File: src/rtl/exmem_port_arbiter_if.sv
// Requester, response and Wishbone master signals of exmem_port_arbiter.
// slave = arbiter side, master = cache/memory environment side.
interface exmem_port_arbiter_if #(
    parameter int IDX_W = 3
);
    logic             req0_valid;
    logic [31:0]      req0_adr;
    logic             req0_ready;

    logic             req1_valid;
    logic             req1_we;
    logic [31:0]      req1_adr;
    logic [31:0]      req1_dat;
    logic [3:0]       req1_sel;
    logic             req1_ready;

    logic             rsp_valid;
    logic             rsp_port;
    logic [IDX_W-1:0] rsp_idx;
    logic [31:0]      rsp_dat;
    logic             rsp_last;

    logic             m_cyc_o;
    logic             m_stb_o;
    logic             m_we_o;
    logic [3:0]       m_sel_o;
    logic [31:0]      m_adr_o;
    logic [31:0]      m_dat_o;
    logic             m_ack_i;
    logic [31:0]      m_dat_i;

    logic             busy;

    modport slave (
        input  req0_valid, req0_adr,
        input  req1_valid, req1_we, req1_adr,
        input  req1_dat, req1_sel,
        input  m_ack_i, m_dat_i,
        output req0_ready, req1_ready,
        output rsp_valid, rsp_port, rsp_idx,
        output rsp_dat, rsp_last,
        output m_cyc_o, m_stb_o, m_we_o,
        output m_sel_o, m_adr_o, m_dat_o,
        output busy
    );

    modport master (
        output req0_valid, req0_adr,
        output req1_valid, req1_we, req1_adr,
        output req1_dat, req1_sel,
        output m_ack_i, m_dat_i,
        input  req0_ready, req1_ready,
        input  rsp_valid, rsp_port, rsp_idx,
        input  rsp_dat, rsp_last,
        input  m_cyc_o, m_stb_o, m_we_o,
        input  m_sel_o, m_adr_o, m_dat_o,
        input  busy
    );
endinterface

File: src/rtl/exmem_port_arbiter.sv
// Round-robin sharing of the exmem Wishbone port between the
// instruction refill path (port 0) and the data path (port 1).
module exmem_port_arbiter #(
    parameter int LINE_WORDS = 8,
    parameter int IDX_W      = $clog2(LINE_WORDS)
) (
    input  logic                 wb_clk_i,
    input  logic                 wb_rst_i,
    exmem_port_arbiter_if.slave  bus
);
    typedef enum logic [1:0] {
        IDLE,
        RD_BURST,
        WR_SINGLE
    } state_t;

    state_t           state, state_nx;
    logic [IDX_W-1:0] cnt, cnt_nx;
    logic             last, last_nx;
    logic             port, port_nx;
    logic [31:0]      adr_q;
    logic [31:0]      dat_q;
    logic [3:0]       sel_q;

    logic             grant0, grant1;
    logic             ack, final_beat;

    logic             rsp_valid_q;
    logic             rsp_port_q;
    logic [IDX_W-1:0] rsp_idx_q;
    logic [31:0]      rsp_dat_q;
    logic             rsp_last_q;

    // last = 1 means port 1 was served most recently
    always_comb begin
        grant0 = 1'b0;
        grant1 = 1'b0;
        if (state == IDLE && !wb_rst_i) begin
            grant0 = bus.req0_valid &&
                     (!bus.req1_valid || last);
            grant1 = bus.req1_valid &&
                     (!bus.req0_valid || !last);
        end
    end

    assign ack        = bus.m_ack_i && state != IDLE;
    assign final_beat = state == WR_SINGLE ||
                        cnt == IDX_W'(LINE_WORDS - 1);

    always_comb begin
        state_nx = state;
        cnt_nx   = cnt;
        last_nx  = last;
        port_nx  = port;
        unique case (state)
            IDLE: begin
                if (grant0) begin
                    state_nx = RD_BURST;
                    port_nx  = 1'b0;
                    last_nx  = 1'b0;
                end else if (grant1) begin
                    state_nx = bus.req1_we ? WR_SINGLE
                                           : RD_BURST;
                    port_nx  = 1'b1;
                    last_nx  = 1'b1;
                end
            end
            RD_BURST: begin
                if (ack) begin
                    cnt_nx = cnt + 1'b1;
                    if (final_beat) state_nx = IDLE;
                end
            end
            WR_SINGLE: begin
                if (ack) state_nx = IDLE;
            end
            default: state_nx = IDLE;
        endcase
    end

    always_ff @(posedge wb_clk_i) begin
        if (wb_rst_i) begin
            state       <= IDLE;
            cnt         <= '0;
            last        <= 1'b1;
            port        <= 1'b0;
            adr_q       <= '0;
            dat_q       <= '0;
            sel_q       <= '0;
            rsp_valid_q <= 1'b0;
            rsp_port_q  <= 1'b0;
            rsp_idx_q   <= '0;
            rsp_dat_q   <= '0;
            rsp_last_q  <= 1'b0;
        end else begin
            state       <= state_nx;
            cnt         <= cnt_nx;
            last        <= last_nx;
            port        <= port_nx;
            rsp_valid_q <= ack;
            if (grant0) begin
                adr_q <= bus.req0_adr;
                dat_q <= '0;
                sel_q <= 4'hF;
            end else if (grant1) begin
                adr_q <= bus.req1_adr;
                dat_q <= bus.req1_we ? bus.req1_dat : '0;
                sel_q <= bus.req1_we ? bus.req1_sel : 4'hF;
            end
            if (ack) begin
                rsp_port_q <= port;
                rsp_idx_q  <= cnt;
                rsp_dat_q  <= state == RD_BURST ?
                              bus.m_dat_i : '0;
                rsp_last_q <= final_beat;
            end
        end
    end

    assign bus.req0_ready = grant0;
    assign bus.req1_ready = grant1;

    assign bus.m_cyc_o = state != IDLE;
    assign bus.m_stb_o = state != IDLE;
    assign bus.m_we_o  = state == WR_SINGLE;
    assign bus.m_sel_o = state == IDLE ? 4'h0 : sel_q;
    assign bus.m_dat_o = state == WR_SINGLE ? dat_q : '0;
    assign bus.m_adr_o =
        state == RD_BURST  ?
            {adr_q[31:IDX_W+2], cnt, 2'b00} :
        state == WR_SINGLE ? adr_q : '0;

    assign bus.busy = state != IDLE;

    assign bus.rsp_valid = rsp_valid_q;
    assign bus.rsp_port  = rsp_port_q;
    assign bus.rsp_idx   = rsp_idx_q;
    assign bus.rsp_dat   = rsp_dat_q;
    assign bus.rsp_last  = rsp_last_q;
endmodule
File: src/flat_wrapper.sv
// flat-port wrapper written by rule: the top's interface ports become plain ports
module exmem_port_arbiter_flat 
#(
    parameter int LINE_WORDS = 8,
    parameter int IDX_W      = $clog2(LINE_WORDS)
)
  (wb_clk_i, wb_rst_i, bus_req0_valid, bus_req0_adr, bus_req1_valid, bus_req1_we, bus_req1_adr, bus_req1_dat, bus_req1_sel, bus_m_ack_i, bus_m_dat_i, bus_req0_ready, bus_req1_ready, bus_rsp_valid, bus_rsp_port, bus_rsp_idx, bus_rsp_dat, bus_rsp_last, bus_m_cyc_o, bus_m_stb_o, bus_m_we_o, bus_m_sel_o, bus_m_adr_o, bus_m_dat_o, bus_busy);
  exmem_port_arbiter_if #(.IDX_W(IDX_W)) bus_i ();
  input  logic wb_clk_i;
  input  logic wb_rst_i;
  input wire logic [$bits(bus_i.req0_valid)-1:0] bus_req0_valid;
  input wire logic [$bits(bus_i.req0_adr)-1:0] bus_req0_adr;
  input wire logic [$bits(bus_i.req1_valid)-1:0] bus_req1_valid;
  input wire logic [$bits(bus_i.req1_we)-1:0] bus_req1_we;
  input wire logic [$bits(bus_i.req1_adr)-1:0] bus_req1_adr;
  input wire logic [$bits(bus_i.req1_dat)-1:0] bus_req1_dat;
  input wire logic [$bits(bus_i.req1_sel)-1:0] bus_req1_sel;
  input wire logic [$bits(bus_i.m_ack_i)-1:0] bus_m_ack_i;
  input wire logic [$bits(bus_i.m_dat_i)-1:0] bus_m_dat_i;
  output wire logic [$bits(bus_i.req0_ready)-1:0] bus_req0_ready;
  output wire logic [$bits(bus_i.req1_ready)-1:0] bus_req1_ready;
  output wire logic [$bits(bus_i.rsp_valid)-1:0] bus_rsp_valid;
  output wire logic [$bits(bus_i.rsp_port)-1:0] bus_rsp_port;
  output wire logic [$bits(bus_i.rsp_idx)-1:0] bus_rsp_idx;
  output wire logic [$bits(bus_i.rsp_dat)-1:0] bus_rsp_dat;
  output wire logic [$bits(bus_i.rsp_last)-1:0] bus_rsp_last;
  output wire logic [$bits(bus_i.m_cyc_o)-1:0] bus_m_cyc_o;
  output wire logic [$bits(bus_i.m_stb_o)-1:0] bus_m_stb_o;
  output wire logic [$bits(bus_i.m_we_o)-1:0] bus_m_we_o;
  output wire logic [$bits(bus_i.m_sel_o)-1:0] bus_m_sel_o;
  output wire logic [$bits(bus_i.m_adr_o)-1:0] bus_m_adr_o;
  output wire logic [$bits(bus_i.m_dat_o)-1:0] bus_m_dat_o;
  output wire logic [$bits(bus_i.busy)-1:0] bus_busy;
  assign bus_i.req0_valid = bus_req0_valid;
  assign bus_i.req0_adr = bus_req0_adr;
  assign bus_i.req1_valid = bus_req1_valid;
  assign bus_i.req1_we = bus_req1_we;
  assign bus_i.req1_adr = bus_req1_adr;
  assign bus_i.req1_dat = bus_req1_dat;
  assign bus_i.req1_sel = bus_req1_sel;
  assign bus_i.m_ack_i = bus_m_ack_i;
  assign bus_i.m_dat_i = bus_m_dat_i;
  assign bus_req0_ready = bus_i.req0_ready;
  assign bus_req1_ready = bus_i.req1_ready;
  assign bus_rsp_valid = bus_i.rsp_valid;
  assign bus_rsp_port = bus_i.rsp_port;
  assign bus_rsp_idx = bus_i.rsp_idx;
  assign bus_rsp_dat = bus_i.rsp_dat;
  assign bus_rsp_last = bus_i.rsp_last;
  assign bus_m_cyc_o = bus_i.m_cyc_o;
  assign bus_m_stb_o = bus_i.m_stb_o;
  assign bus_m_we_o = bus_i.m_we_o;
  assign bus_m_sel_o = bus_i.m_sel_o;
  assign bus_m_adr_o = bus_i.m_adr_o;
  assign bus_m_dat_o = bus_i.m_dat_o;
  assign bus_busy = bus_i.busy;
  exmem_port_arbiter #(.LINE_WORDS(LINE_WORDS), .IDX_W(IDX_W)) u_core (.wb_clk_i(wb_clk_i), .wb_rst_i(wb_rst_i), .bus(bus_i));
endmodule
File: config.mk
export PLATFORM = sky130hd
export DESIGN_NAME = exmem_port_arbiter_flat
export DESIGN_NICKNAME = d
export VERILOG_FILES = /design/src/rtl/exmem_port_arbiter_if.sv /design/src/rtl/exmem_port_arbiter.sv /design/src/flat_wrapper.sv
export SDC_FILE = /design/constraint.sdc
export NUM_CORES = 1
export LEC_CHECK = 0
export ABC_CLOCK_PERIOD_IN_PS = 1700
export CAP_MARGIN = 20
export CORE_AREA = 4 4 115 161
export CTS_CLUSTER_SIZE = 24
export DETAILED_ROUTE_END_ITERATION = 16
export DIE_AREA = 0 0 119 165
export HOLD_SLACK_MARGIN = 0.02
export SYNTH_ARGS = -nofsm -noshare
export SYNTH_HDL_FRONTEND = slang
export SYNTH_SLANG_ARGS = --single-unit
File: constraint.sdc
create_clock -name wb_clk_i -period 1.7 [get_ports wb_clk_i]
set_input_delay 0.255 -clock wb_clk_i [delete_from_list [all_inputs] [get_ports wb_clk_i]]
set_output_delay 0.255 -clock wb_clk_i [all_outputs]
set_load 0.02 [all_outputs]
After elaboration in Yosys (flattened, before gate mapping)
Index checks and enable logic that the tools add are counted.
Widths: inputs -> output; s select.
Operators by class
  mux-type cells: 22
  reduce and logical (&&, ||, !) cells: 18
  add/sub/neg operators: 1
  equality and inequality tests: 7
Operators by type and width (number)
  $mux 32: 7
  $mux 4: 4
  $mux 2: 6
  $ne 2x1->1 const B: 3
  $pmux 2 s3: 1
  $logic_and 1x1->1: 4
  $logic_not 1->1: 4
  $mux 1: 4
  $reduce_and 2->1: 2
  $reduce_and 4->1: 1
  $reduce_bool 2->1: 2
  $add 3x1->3 const B: 1
  $eq 3x3->1 const B: 1
  $logic_or 1x1->1: 3
  $ne 3x3->1 const B: 1
  $eq 2x1->1 const B: 1
  $eq 2x2->1 const B: 1
  $logic_not 2->1: 1
  $reduce_or 2->1: 1
Word-level totals
  bits in registers: 113
  logic and storage cells: 60
  output and inout port bits: 112

Depth between registers and ports, before layout
  depth after elaboration: 7
  gate-level depth with buffers: 6

Least setup slack after synthesis
Ideal clock, no wire load.
  kind: flip-flop to output port
  from: register u_core.state[1]
  to: output port bus_m_adr_o[11]
  arrival time: 1355 ps
  stages on the path, launching flop included: 6
  data required time: 1445 ps
  path slack: 90 ps
  path through: dfxtp_1 -> and2b_1 -> or2_1 -> clkbuf_2 -> clkbuf_1 -> and2_1
Between the ends
  longest elaborated chain between the ends: 3
RTL lines
  start: declaration: RTL line exmem_port_arbiter.sv:17  | state_t state, state_nx;
  start signal: assignment: RTL line exmem_port_arbiter.sv:96  | state <= state_nx;
  $eq 2x2->1: RTL line exmem_port_arbiter.sv:131  | state == WR_SINGLE ? adr_q : '0;
  $mux 32: RTL line exmem_port_arbiter.sv:131
  $mux 32 (*): RTL line exmem_port_arbiter.sv:129  | state == RD_BURST ?
  end: declaration: RTL line flat_wrapper.sv:31  | output wire logic [$bits(bus_i.m_adr_o)-1:0] bus_m_adr_o;
Every way passes the cells marked *; elsewhere a longest branch is shown, timed or not.

Worst setup path after layout
  from: register u_core.state[1]
  to: output port bus_m_adr_o[18]
The elaborated chain is that of the path after synthesis.

==> run metrics <==
drt first pass iters=4; leading cell type in the layout, fill and taps excluded=clkdlybuf4s50_1; routed len/inst=18.5 um; Clock Skew=around 0.0054 ns; Netlist cell types=44; Max Slew Vio Count=0; CTS H-Tree Depth=4; crit path kind=reg -> out; Peak supply drop=0.607 mV; Final Hold Viols=0; first-pass GRT wire length=slightly above 30000 um; Die X=approximately 120 um; CTS hold repair buffers=0; RSZ-0062 raised after global routing=true; fin worst setup slack=-0.205 ns; # IOs=250; Leakage Power=0.00348 uW; input/output buffers=249; Syn Nets=733; GRT Util Overall=19.3%; synthesized netlist cell count=593; Reg2Reg Depth=6; Hold Path End=u_core.adr_q[22]$_SDFFE_PP0P_; vias=approximately 5600; flop2flop setup slack=~0.04 ns; yosys warns=0; Starting Density=29.5%; fin crit period=1.91 ns; Critical Path AT=1.65 ns; Synth top area share=44.7%; post-synthesis cell area=0.00507 mm2; failing checks=setup timing; TritonCTS clock tree=built; EDFF count, synth=0; antenna violations before repair=0; # nets final=between 900 and 1000; worst slew pin tran=0.848 ns; Initial DRC Count=between 300 and 400; vias per inst=a little over 5; Final Cycle Share=112%; multi-input logic area=0.00255 mm2; Post-DRT Antenna Nets=0; die area=0.0196 mm2; Hold Path Class=in -> reg; pin count of the biggest net entering global routing=about 80; most frequent cells in the layout=clkdlybuf4s50_1 (173), dfxtp_1 (111), a21oi_1 (53), o21ai_0 (47), nor2_1 (42); core area=0.0172 mm2; CTS root buf=clkbuf_16; # DRC=0; hold_sp=bus_req0_adr[22]; Critical Path RT=1.44 ns; Row Count=57; Seq cells post-synth=113; ranking of synthesized cells by area=dfxtp_1 (45%), and2_1 (7.5%), a21oi_1 (5.3%); worst r2r src=u_core.state[0]$_SDFFE_PP0P_; Critical R2R Capture=u_core.adr_q[19]$_SDFFE_PP0P_; outcome=finished with violations; Non-Filler Cell Area, Final=approximately 0.009 mm2; Post-synth top flop=dfxtp_1; Syn Area/Cell=8.54 um2; Max Root-Sink Buffers=2; GRT overflow=0; ant diodes=0; endpoints failing setup=71; Die H=165 um; DPL Wire Length=13200 um; post-synthesis sequential area ratio=between 40% and 50%; Slew HR=a little over two fifths; Post-DP Area=0.00799 mm2; Crit Path Max Fanout=7; vias in the first global route=5787; clk sinks=about 110; Fmax=525 MHz; Synth async-reset ratio=0%; startpoint types=flip-flop; Clk pin slew, worst setup/hold paths=0.05 ns; area delta synth->final=78.2%; fill cell count=roughly 1600; Synth area leader=dfxtp_1; Reg area=about 0.0023 mm2; share of cells above drive strength 1=23.6%; worst skew pair latency=approximately 0.41 ns; Pwr Density=962 mW/mm2; Setup TNS Final=-10.93 ns; CP endpoint kind=output pin; Max-cap violations=0; Num CTS Buffers=17; Min-Delay Path Depth=3; routed wire length=20200 um; GP Congestion=0.765
## what timing repair did
action | in CTS | in global routing
gates resized for setup | 296 | 101
gates cloned | 2 | 6
hold endpoints to repair | 0 | 0
buffers inserted | 3 | 6
setup endpoints to repair | 122 | 127
pin swaps | 1 | 31
## flip-flops by register name, indices dropped and copies added (netlist names)
name	count
u_core.bus.rsp_valid	1
u_core.adr_q	32
u_core.last	1
u_core.bus.rsp_dat	32
u_core.sel_q	4
u_core.bus.rsp_port	1
u_core.cnt	3
u_core.state	2
u_core.dat_q	32
u_core.port	1
u_core.bus.rsp_last	1
u_core.bus.rsp_idx	3
## through the flow
stage | total power [uW] | util, % | worst slack, ns | instances | hold slack [ns]
after detailed placement | 4920 | 46.5 | -0.343 | 1050 | 0.461
after floorplan | 3930 | - | 0.0901 | 593 | 0.394
after global placement | 4890 | 46.5 | -0.294 | 1050 | 0.452
after CTS | 8470 | 49.9 | -0.228 | 1084 | 0.391
final | 8680 | 52.5 | -0.205 | 1096 | 0.412
after global routing | 9070 | 52.5 | -0.287 | 1096 | 0.418
## cells by family (layout without fill, tap and decap cells)
kind of cell / count (synthesis) / count (layout) / synth area share (%)
XOR/XNOR: 1 / 1 / 0.173
AO/OA/AOI/OAI: 181 / 181 / 23.5
multiplexers: 6 / 6 / 1.19
adder cells (fa/ha/maj): 2 / 2 / 0.494
flip-flops: 113 / 113 / 44.7
buffers and inverters: 92 / 356 / 8.08
AND/OR/NAND/NOR: 198 / 201 / 22.0
## worst max path at each step
stage	endpoint	cells past startpoint	start	slack, ns
finish	bus_m_adr_o[18]	4	u_core.state[1]$_SDFFE_PP0P_	-0.21
global route	bus_m_dat_o[19]	4	u_core.state[1]$_SDFFE_PP0P_	-0.29
CTS	bus_m_adr_o[18]	4	u_core.state[1]$_SDFFE_PP0P_	-0.23
detailed placement	bus_m_adr_o[11]	5	u_core.state[1]$_SDFFE_PP0P_	-0.34
global placement	bus_req1_ready	4	bus_req1_valid	-0.29
floorplan	bus_m_adr_o[11]	5	u_core.state[1]$_SDFFE_PP0P_	0.09
## critical path, cell delays in order, from the launching register on
cell and delay (ns):
dfxtp_4 0.36, and2b_2 0.27, or2_4 0.33, and2_4 0.17, buf_6 0.12
## cells in the mapped netlist, drive strengths merged, types with 3 or more instances
cell     count
dfxtp      113
and2        61
a21oi       54
o21ai       48
nor2        44
clkbuf      35
buf         33
a22oi       32
nand4       32
inv         24
nor3        17
a2111oi     16
nand3       12
a311oi      11
nor4        11
nor2b        7
mux2i        6
a221o        5
and3         5
a41o         4
a22o         3
nand2        3
## final cells by class
cell class,count,share of cell area [%]
Clock buffer,24,5.45
Clock inverter,6,0.887
Inverter,24,0.998
Multi-Input combinational cell,391,28.3
Sequential cell,113,25.1
Tap cell,236,3.27
Timing Repair Buffer,302,36.0
## layer usage
metal / up-vias / part of all wire [%] / track usage, %
met3: 40 / 5.1 / 5.10
met2: 207 / 52 / 34.1
met5: - / 0 / 0
li1: 2663 / - / -
met1: 2649 / 39 / 21.8
met4: 0 / 3.4 / 8.75
## where the power goes
group	switching, uW	total, uW	leakage, uW	internal [uW]
clock	1170	3460	0.000286	2280
sequential	113	2960	0.000922	2850
combinational	1110	2270	0.00227	1160
total	2400	8680	0.00348	6280
(Power assumes the default switching activity.)
